--- config.mk ---
export PLATFORM = sky130hd
export DESIGN_NAME = audio_rec_play_ctrl_flat
export DESIGN_NICKNAME = d
export VERILOG_FILES = /design/src/rtl/audio_rec_play_ctrl_if.sv /design/src/rtl/audio_rec_play_ctrl.sv /design/src/flat_wrapper.sv
export SDC_FILE = /design/constraint.sdc
export NUM_CORES = 1
export LEC_CHECK = 0
export BUFFER_PORTS_ARGS = -buffer_cell sky130_fd_sc_hd__buf_4
export CAP_MARGIN = 20
export CORE_ASPECT_RATIO = 0.6
export CORE_MARGIN = 1
export CORE_UTILIZATION = 62
export CTS_BUF_LIST = sky130_fd_sc_hd__clkbuf_4
export DETAILED_ROUTE_END_ITERATION = 8
export GPL_ROUTABILITY_DRIVEN = 0
export PLACE_DENSITY_LB_ADDON = 0.2
export SETUP_SLACK_MARGIN = 0.3
export SYNTH_ARGS = -nofsm -noshare
export SYNTH_HDL_FRONTEND = slang
export SYNTH_SLANG_ARGS = --single-unit
--- constraint.sdc ---
create_clock -name clk -period 2.3 [get_ports clk]
set_clock_uncertainty 0.1 [all_clocks]
set_input_delay 0.46 -clock clk [delete_from_list [all_inputs] [get_ports clk]]
set_output_delay 0.46 -clock clk [all_outputs]
set_load 0.03 [all_outputs]
--- src/rtl/audio_rec_play_ctrl_if.sv ---
// FIFO-side bundle for the record/playback sequencer.
// fifo_wr/fifo_rd are single-cycle strobes, one per accepted sample; fifo_full/fifo_empty are levels sampled on the tick.
interface audio_rec_play_ctrl_if;
    logic fifo_wr;
    logic fifo_rd;
    logic fifo_full;
    logic fifo_empty;

    modport master (
        output fifo_wr,
        output fifo_rd,
        input  fifo_full,
        input  fifo_empty
    );

    modport slave (
        input  fifo_wr,
        input  fifo_rd,
        output fifo_full,
        output fifo_empty
    );
endinterface

--- src/rtl/audio_rec_play_ctrl.sv ---
// Record/playback sequencer: debounced buttons and per-sample ticks become FIFO write/read strobes.
// Optional feature macro: MONITOR_PATH_EN (live mic-to-amp passthrough through the FIFO).
module audio_rec_play_ctrl #(
    parameter int          CNT_W       = 10,
    parameter int          MAX_SAMPLES = 1023,
    parameter logic [15:0] DEB_CYC     = 16'd50000
) (
    input  logic                 clk,
    input  logic                 reset,
    input  logic                 sample_tick,
    input  logic                 btn_rec,
    input  logic                 btn_play,
    audio_rec_play_ctrl_if.master fifo_bus,
    output logic                 amp_sd,
    output logic [1:0]           state,
    output logic [CNT_W-1:0]     sample_count,
    output logic                 run_done
);

    typedef enum logic [1:0] {
        ST_IDLE    = 2'b00,
        ST_RECORD  = 2'b01,
        ST_PLAY    = 2'b10,
        ST_MONITOR = 2'b11
    } state_t;

    localparam logic [CNT_W-1:0] MAX_CNT     = CNT_W'(MAX_SAMPLES);
    localparam logic [CNT_W-1:0] PREFILL_CNT = CNT_W'(4);

    // Index 0 = record button, index 1 = play button.
    logic [1:0]       sync1;
    logic [1:0]       sync2;
    logic [1:0]       deb;
    logic [1:0]       deb_prev;
    logic [1:0][15:0] deb_cnt;

    logic   rec_ev;
    logic   play_ev;
    logic   mon_ev;
    state_t st;
    logic [CNT_W-1:0] cnt;
    logic   wr_q;
    logic   rd_q;
    logic   amp_q;
    logic   done_q;

    always_ff @(posedge clk or negedge reset) begin
        if (!reset) begin
            sync1    <= '0;
            sync2    <= '0;
            deb      <= '0;
            deb_prev <= '0;
            deb_cnt  <= '0;
        end else begin
            sync1    <= {btn_play, btn_rec};
            sync2    <= sync1;
            deb_prev <= deb;
            for (int i = 0; i < 2; i++) begin
                if (sync2[i] == deb[i]) begin
                    deb_cnt[i] <= '0;
                end else if (deb_cnt[i] == DEB_CYC - 16'd1) begin
                    deb[i]     <= sync2[i];
                    deb_cnt[i] <= '0;
                end else begin
                    deb_cnt[i] <= deb_cnt[i] + 16'd1;
                end
            end
        end
    end

    assign rec_ev  = deb[0] & ~deb_prev[0];
    assign play_ev = deb[1] & ~deb_prev[1];

`ifdef MONITOR_PATH_EN
    assign mon_ev = rec_ev & play_ev;
`else
    assign mon_ev = 1'b0;
`endif

    // A tick seen in the same cycle as the start event is dropped: the run has not begun yet.
    always_ff @(posedge clk or negedge reset) begin
        if (!reset) begin
            st     <= ST_IDLE;
            cnt    <= '0;
            wr_q   <= 1'b0;
            rd_q   <= 1'b0;
            amp_q  <= 1'b0;
            done_q <= 1'b0;
        end else begin
            wr_q   <= 1'b0;
            rd_q   <= 1'b0;
            done_q <= 1'b0;
            case (st)
                ST_IDLE: begin
                    amp_q <= 1'b0;
                    if (mon_ev) begin
                        st    <= ST_MONITOR;
                        cnt   <= '0;
                        amp_q <= 1'b1;
                    end else if (rec_ev) begin
                        st  <= ST_RECORD;
                        cnt <= '0;
                    end else if (play_ev && !fifo_bus.fifo_empty) begin
                        st    <= ST_PLAY;
                        cnt   <= '0;
                        amp_q <= 1'b1;
                    end
                end
                ST_RECORD: begin
                    if (rec_ev) begin
                        st     <= ST_IDLE;
                        done_q <= 1'b1;
                    end else if (sample_tick) begin
                        if (fifo_bus.fifo_full || cnt >= MAX_CNT) begin
                            st     <= ST_IDLE;
                            done_q <= 1'b1;
                        end else begin
                            wr_q <= 1'b1;
                            cnt  <= cnt + 1'b1;
                            if (cnt == MAX_CNT - 1'b1) begin
                                st     <= ST_IDLE;
                                done_q <= 1'b1;
                            end
                        end
                    end
                end
                ST_PLAY: begin
                    if (play_ev) begin
                        st     <= ST_IDLE;
                        done_q <= 1'b1;
                        amp_q  <= 1'b0;
                    end else if (sample_tick) begin
                        if (fifo_bus.fifo_empty) begin
                            st     <= ST_IDLE;
                            done_q <= 1'b1;
                            amp_q  <= 1'b0;
                        end else begin
                            rd_q <= 1'b1;
                            if (~&cnt) cnt <= cnt + 1'b1;
                        end
                    end
                end
                ST_MONITOR: begin
`ifdef MONITOR_PATH_EN
                    if (rec_ev || play_ev) begin
                        st     <= ST_IDLE;
                        done_q <= 1'b1;
                        amp_q  <= 1'b0;
                    end else if (sample_tick) begin
                        // Reads start only after a few samples are buffered.
                        wr_q <= 1'b1;
                        if (cnt >= PREFILL_CNT) rd_q <= 1'b1;
                        if (~&cnt) cnt <= cnt + 1'b1;
                    end
`else
                    st    <= ST_IDLE;
                    amp_q <= 1'b0;
`endif
                end
            endcase
        end
    end

    assign fifo_bus.fifo_wr = wr_q;
    assign fifo_bus.fifo_rd = rd_q;
    assign amp_sd           = amp_q;
    assign state            = st;
    assign sample_count     = cnt;
    assign run_done         = done_q;

endmodule

--- src/flat_wrapper.sv ---
// flat-port wrapper written by rule: the top's interface ports become plain ports
module audio_rec_play_ctrl_flat 
#(
    parameter int          CNT_W       = 10,
    parameter int          MAX_SAMPLES = 1023,
    parameter logic [15:0] DEB_CYC     = 16'd50000
)
  (clk, reset, sample_tick, btn_rec, btn_play, amp_sd, state, sample_count, run_done, fifo_bus_fifo_wr, fifo_bus_fifo_rd, fifo_bus_fifo_full, fifo_bus_fifo_empty);
  audio_rec_play_ctrl_if fifo_bus_i ();
  input  logic clk;
  input  logic reset;
  input  logic sample_tick;
  input  logic btn_rec;
  input  logic btn_play;
  output logic amp_sd;
  output logic [1:0] state;
  output logic [CNT_W-1:0] sample_count;
  output logic run_done;
  output wire logic [$bits(fifo_bus_i.fifo_wr)-1:0] fifo_bus_fifo_wr;
  output wire logic [$bits(fifo_bus_i.fifo_rd)-1:0] fifo_bus_fifo_rd;
  input wire logic [$bits(fifo_bus_i.fifo_full)-1:0] fifo_bus_fifo_full;
  input wire logic [$bits(fifo_bus_i.fifo_empty)-1:0] fifo_bus_fifo_empty;
  assign fifo_bus_fifo_wr = fifo_bus_i.fifo_wr;
  assign fifo_bus_fifo_rd = fifo_bus_i.fifo_rd;
  assign fifo_bus_i.fifo_full = fifo_bus_fifo_full;
  assign fifo_bus_i.fifo_empty = fifo_bus_fifo_empty;
  audio_rec_play_ctrl #(.CNT_W(CNT_W), .MAX_SAMPLES(MAX_SAMPLES), .DEB_CYC(DEB_CYC)) u_core (.clk(clk), .reset(reset), .sample_tick(sample_tick), .btn_rec(btn_rec), .btn_play(btn_play), .fifo_bus(fifo_bus_i), .amp_sd(amp_sd), .state(state), .sample_count(sample_count), .run_done(run_done));
endmodule
==> Word-level counts from Yosys, hierarchy flattened <==
Index checks and enable logic that the tools add are counted.
{ "op_classes": {"n_mux": 46, "n_reduce_logical": 12, "n_addsub": 3, "bitwise": 6, "n_eq_ne": 20, "order_cmp": 1} }
{ "ops": {"columns": ["op", "count"], "rows": [
  ["2-to-1 mux 10 bit", 9],
  ["2-to-1 mux 16 bit", 4],
  ["adder 16 x 1 -> 16 bit, second input constant", 2],
  ["== test 16 bit, second input constant", 2],
  ["one-hot mux 10 bit (3 select lines)", 1],
  ["2-to-1 mux 1 bit", 20],
  ["2-to-1 mux 2 bit", 9],
  ["!= test 2 bit, second input constant", 7],
  ["adder 10 x 1 -> 10 bit, second input constant", 1],
  ["== test 10 bit, second input constant", 1],
  [">= comparator 10 bit, second input constant", 1],
  ["AND reduction 10 bit", 1],
  ["!= test 3 x 2 -> 1 bit, second input constant", 3],
  ["AND reduction 9 bit", 1],
  ["one-hot mux 2 bit (4 select lines)", 1],
  ["nonzero test 3 bit", 2],
  ["AND reduction 5 bit", 1],
  ["== test 2 bit, second input constant", 2],
  ["!= test 4 x 1 -> 1 bit, second input constant", 1],
  ["inverter 1 bit", 4],
  ["AND reduction 2 bit", 2],
  ["!= test 3 x 1 -> 1 bit, second input constant", 1],
  ["one-hot mux 1 bit (3 select lines)", 1],
  ["AND reduction 3 bit", 1],
  ["8 further kinds", 10]
]} }
{ "word_totals": {"ff_bits": 56, "output_inout_bits": 16, "wordCells": 101} }

==> Depth between registers and ports, before layout <==
{ "depth": {"word_depth": 6, "mapped_depth": 7} }

==> Worst setup path before layout <==
OpenSTA, ideal clock, no wires.
{ "synth_path": {"path_type": "register to register", "from": "reg u_core.cnt[0] (netlist: u_core.sample_count[0])", "to": "reg u_core.cnt[3] (netlist: u_core.sample_count[3])", "synth_period_minus_slack_ps": 2134, "setup_slack_ps": 166, "path_stages_with_launch": 8, "t_arrival_ps": 1938, "path_cell_list": "dfrtp_1 ha_1 and3_1 nand4_1 nand4_1 or3_1 buf_6 o31ai_1"} }
{ "synth_via": {"elab_chain_len": 6, "word_cells_on_any_way": 15, "classes_between": "add/sub (1); order compare (1); eq/ne (2); mux (8); reduce/logical (3)"} }
{ "synth_rtl": {"columns": ["item", "line_no", "source"], "rows": [
  ["start: declaration", "audio_rec_play_ctrl.sv:41", "logic [CNT_W-1:0] cnt;"],
  ["start signal: assignment", "audio_rec_play_ctrl.sv:119", "cnt <= cnt + 1'b1;"],
  ["start signal: assignment", "audio_rec_play_ctrl.sv:139", "if (~&cnt) cnt <= cnt + 1'b1;"],
  ["adder 10 x 1 -> 10 bit", "audio_rec_play_ctrl.sv:119, audio_rec_play_ctrl.sv:139", null],
  ["2-to-1 mux 10 bit", "audio_rec_play_ctrl.sv:139", null],
  ["2-to-1 mux 10 bit", "audio_rec_play_ctrl.sv:133", "if (fifo_bus.fifo_empty) begin"],
  ["2-to-1 mux 10 bit", "audio_rec_play_ctrl.sv:132", "end else if (sample_tick) begin"],
  ["2-to-1 mux 10 bit", "audio_rec_play_ctrl.sv:128", "if (play_ev) begin"],
  ["one-hot mux 10 bit (3 select lines)", "audio_rec_play_ctrl.sv:93", "case (st)"]
]} }
Parallel ways exist; a longest one is shown, timed or not. The select of a mux whose other input is x is not followed.
A chain may end at the register's enable or synchronous reset.

==> Worst setup path after layout <==
{ "layout_path": {"from": "reg u_core.deb[1]", "to": "reg u_core.cnt[7] (netlist: u_core.sample_count[7])"} }
{ "layout_via": {"elab_chain_len": 4, "word_cells_on_any_way": 5, "classes_between": "eq/ne (2); bitwise (1); reduce/logical (2)"} }
{ "layout_rtl": {"columns": ["item", "line_no", "source"], "rows": [
  ["start: declaration", "audio_rec_play_ctrl.sv:33", "logic [1:0] deb;"],
  ["start signal: indexed assignment", "audio_rec_play_ctrl.sv:62", "deb[i] <= sync2[i];"],
  ["bitwise AND 1 bit *", "audio_rec_play_ctrl.sv:72", "assign play_ev = deb[1] & ~deb_prev[1];"],
  ["logical AND 1 bit", "audio_rec_play_ctrl.sv:103", "end else if (play_ev && !fifo_bus.fifo_empty) begin"],
  ["!= test 3 x 1 -> 1 bit (no source line)", null, null],
  ["AND reduction 9 bit (no source line) *", null, null]
]} }
Mark *: on every way between the ends. The rest lies on a longest branch, timed or not.

==> impl_metrics.env <==
export IMPL_outcome="finished with violations"
export IMPL_violations_in_the_final_reports="hold timing"
export IMPL_wl_per_cell_um=15.1
export IMPL_initial_antenna_violation_count=0
export IMPL_detailedRoute_firstPassIterationCount=5
export IMPL_detailed_place_area_um2=3060
export IMPL_power_share_switching=0.247
export IMPL_worstSetupPathType="flip-flop to flip-flop"
export IMPL_hold_slack_ns=-0.00205
export IMPL_antenna_violating_nets_post_route=0
export IMPL_design_area_final_um2=3200
export IMPL_globalRouteOverflowTotal=0
export IMPL_post_drt_via_cell_ratio=5.89
export IMPL_finish_net_count=331
export IMPL_worst_slew_pin_transition_ns=0.679
export IMPL_synth_seq_cells=56
export IMPL_min_period_over_period=0.858
export IMPL_grt_util_all_layers=0.264
export IMPL_initialDrtViolationCount=152
export IMPL_worstPathArrival_ns=2.16
export IMPL_grt_first_pass_wirelength_um=9300
export IMPL_synth_async_reset_ratio=1.00
export IMPL_power_ir_vdd_worst_uv=400
export IMPL_max_cap_viol_count=0
export IMPL_cts_hold_fix_buffers=0
export IMPL_synth_sequential_area_ratio=0.500
export IMPL_netlist_area_um2=2800
export IMPL_timing_final_hold_violations=1
export IMPL_worst_setup_hold_path_clk_slew_ns=0.15
export IMPL_die_width_um=88.8
export IMPL_numPortBuffers=22
export IMPL_period_minus_slack_ns=1.97
export IMPL_ys_dominant_reg_cell="dfrtp_1"
export IMPL_worst_r2r_endpoint="u_core.sample_count[7]$_DFFE_PN0P_"
export IMPL_power_density_cell_area_nw_per_um2=534
export IMPL_max_slew_margin=0.548
export IMPL_place_detailed_hpwl_um=3960
export IMPL_end_kind="flip-flop"
export IMPL_power_share_combinational=0.094
export IMPL_grt_max_degree=57
export IMPL_floorplan_die_area_um2=4800
export IMPL_unrepaired_setup_endpoints_after_global_routing="true"
export IMPL_layout_overhead_on_the_synthesized_area_pct=14.1
export IMPL_core_area_um2=4210
export IMPL_cts_htree_levels=2
export IMPL_ctsLongestPathBuffers=2
export IMPL_postSynthAreaPerCell_um2=9.86
export IMPL_clk_insertion_delay_late_ns=0.38
export IMPL_ys_types=36
export IMPL_synth_warning_count=0
export IMPL_synth_edff_count=0
export IMPL_synthesis_instances=284
export IMPL_regToRegSetupSlack_ns=0.33
export IMPL_remaining_drc_errors=0
export IMPL_post_route_cells_drive_above_1_share=0.178
export IMPL_dr_total_vias=2207
export IMPL_setup_violations=0
export IMPL_critical_path_source_type="flip-flop"
export IMPL_antenna_cells_inserted=0
export IMPL_core_rowCount=18
export IMPL_die_height_um=54.1
export IMPL_power_static_leakage_uw=0.00143
export IMPL_totalWireLength_um=5650
export IMPL_share_seq_of_total_power=0.601
export IMPL_required_ns=2.49
export IMPL_largest_fanout_on_the_critical_path=9
export IMPL_tritoncts_clock_tree="done"
export IMPL_initial_utilization=0.665
export IMPL_min_delay_path_class="input port to asynchronous set/reset pin"
export IMPL_first_global_vias=1981
export IMPL_highest_clock_rate_mhz=507
export IMPL_regToRegStartpoint="u_core.deb[1]$_DFFE_PN0P_"
export IMPL_net_switching_power_uw=422
export IMPL_cell_internal_pwr_uw=1290
export IMPL_postSynthNetCount=301
export IMPL_ioPinCount=23
export IMPL_clock_sinks=56
export IMPL_final_max_slew_violation_count=0
export IMPL_ff2ff_path_depth=5
export IMPL_total_clock_buffers_created_by_cts=5
export IMPL_final_setup_tns_ns=0
export IMPL_share_clk_of_total_power=0.305
export IMPL_clock_root_buffer="clkbuf_4"
## registers in the layout, summed over array words and instances (netlist names)
name                     count
u_core.deb_cnt              32
u_core.sample_count         10
u_core.deb                   2
u_core.deb_prev              2
u_core.state                 2
u_core.sync1                 2
u_core.sync2                 2
u_core.amp_sd                1
u_core.fifo_bus.fifo_rd      1
u_core.fifo_bus.fifo_wr      1
u_core.run_done              1
## metal layers
layer  track usage  part of all wire  vias to the layer above
met5             0                 0                        -
met4        0.0726             0.013                        0
met3        0.0567             0.058                       13
met2         0.386              0.42                       79
met1         0.396              0.51                     1066
li1              -                 -                     1049
## per-stage QoR
stage	cells	utilization	worst slack (ns)	power, µW	hold WS [ns]
finish	375	0.759	0.328	1710	-0.00205
floorplan	284	-	0.301	1120	0.0644
detailed placement	365	0.728	0.100	1190	0.242
CTS	375	0.750	0.308	1710	0.0237
global route	375	0.759	0.244	1770	0.0459
global placement	365	0.728	0.152	1190	0.232
## cell type report
| cell class | instances | area (µm²) |
|---|---|---|
| multi-input cells | 212 | 1390 |
| clock buffers | 5 | 37.5 |
| inverters | 11 | 41.3 |
| fillers | 304 | 1020 |
| clock inverters | 3 | 37.5 |
| flip-flops and latches | 56 | 1410 |
| well taps | 60 | 75.1 |
| repair buffers | 28 | 210 |
## what timing repair did
| action | 4_1_cts | 5_1_grt |
|---|---|---|
| gates resized for setup | 1 | 7 |
| setup buffers | 2 | 0 |
| pin swaps | 0 | 1 |
| setup endpoints to repair | 9 | 25 |
## critical path: stages, from the launching register on
cell and delay (ns):
dfrtp_1 0.46, or3b_4 0.42, a31oi_4 0.17, inv_2 0.05
or3_4 0.44, o31ai_1 0.25
## worst max path at each step
stage	slack (ns)	to	depth (start not counted)	from
detailed placement	0.1	u_core.sample_count[3]$_DFFE_PN0P_	6	fifo_bus_fifo_empty
global route	0.24	u_core.sample_count[4]$_DFFE_PN0P_	6	u_core.state[1]$_DFFE_PN0P_
floorplan	0.30	u_core.sample_count[3]$_DFFE_PN0P_	7	u_core.sample_count[0]$_DFFE_PN0P_
finish	0.33	u_core.sample_count[7]$_DFFE_PN0P_	5	u_core.deb[1]$_DFFE_PN0P_
CTS	0.31	u_core.sample_count[3]$_DFFE_PN0P_	6	u_core.sample_count[0]$_DFFE_PN0P_
global placement	0.15	u_core.sample_count[7]$_DFFE_PN0P_	6	fifo_bus_fifo_empty
## cell usage in the layout, fill, tap and decap left out, drive strengths merged
| master | Yosys | routed |
|---|---|---|
| nand2 | 24 | 24 |
| o41ai | 4 | 4 |
| o211a | 1 | 1 |
| a22o | 1 | 1 |
| a31oi | 3 | 3 |
| nor4b | 2 | 2 |
| inv | 11 | 11 |
| nor2 | 41 | 41 |
| nor3b | 2 | 2 |
| dfrtp | 56 | 56 |
| or3 | 3 | 3 |
| nor2b | 2 | 2 |
| xnor2 | 16 | 16 |
| and3 | 11 | 11 |
| nand4 | 7 | 7 |
| nor3 | 6 | 6 |
| bufinv | 0 | 1 |
| mux2 | 2 | 2 |
| or2 | 1 | 1 |
| ha | 10 | 10 |
| nor4 | 4 | 4 |
| nand2b | 3 | 3 |
| and2 | 1 | 1 |
| a31o | 1 | 1 |
| a21oi | 6 | 6 |
| or2b | 1 | 1 |
| clkinv | 0 | 2 |
| clkbuf | 4 | 5 |
| a32oi | 1 | 1 |
| o21ai | 17 | 17 |
| or3b | 1 | 1 |
| nand3 | 17 | 17 |
| xor2 | 14 | 14 |
| buf | 1 | 28 |
| o31ai | 10 | 10 |
## power by group through the flow
stage / registers, µW / logic [µW] / clock network (µW)
CTS: 1030 / 158 / 525
finish: 1030 / 161 / 521
detailed placement: 1050 / 146 / 0
global route: 1030 / 179 / 561
floorplan: 1060 / 66.5 / 0
global placement: 1040 / 142 / 0
## synthesized netlist by cell type, types with 3 or more instances
cell type / count / area share
dfrtp_1: 56 / 0.50
nor2_1: 41 / 0.055
nand2_1: 24 / 0.032
nand3_1: 17 / 0.030
o21ai_0: 17 / 0.030
xnor2_1: 16 / 0.050
xor2_1: 14 / 0.044
and3_1: 11 / 0.025
ha_1: 10 / 0.045
inv_1: 10 / 0.013
o31ai_1: 10 / 0.027
nand4_1: 7 / 0.016
a21oi_1: 6 / 0.011
nor3_1: 6 / 0.011
clkbuf_1: 4 / 0.0054
nor4_1: 4 / 0.0089
nand2b_1: 3 / 0.0067
or3_1: 3 / 0.0067
## kinds of logic (layout without fill, tap and decap cells)
family,after synthesis,in the layout,synth area share
AO/OA/AOI/OAI,44,44,0.111
XOR/XNOR,30,30,0.0938
adder cells (fa/ha/maj),10,10,0.0447
buffers and inverters,16,47,0.0241
flip-flops,56,56,0.500
multiplexers,2,2,0.00804
AND/OR/NAND/NOR,126,126,0.218
Power figures use the tool's default switching activity.
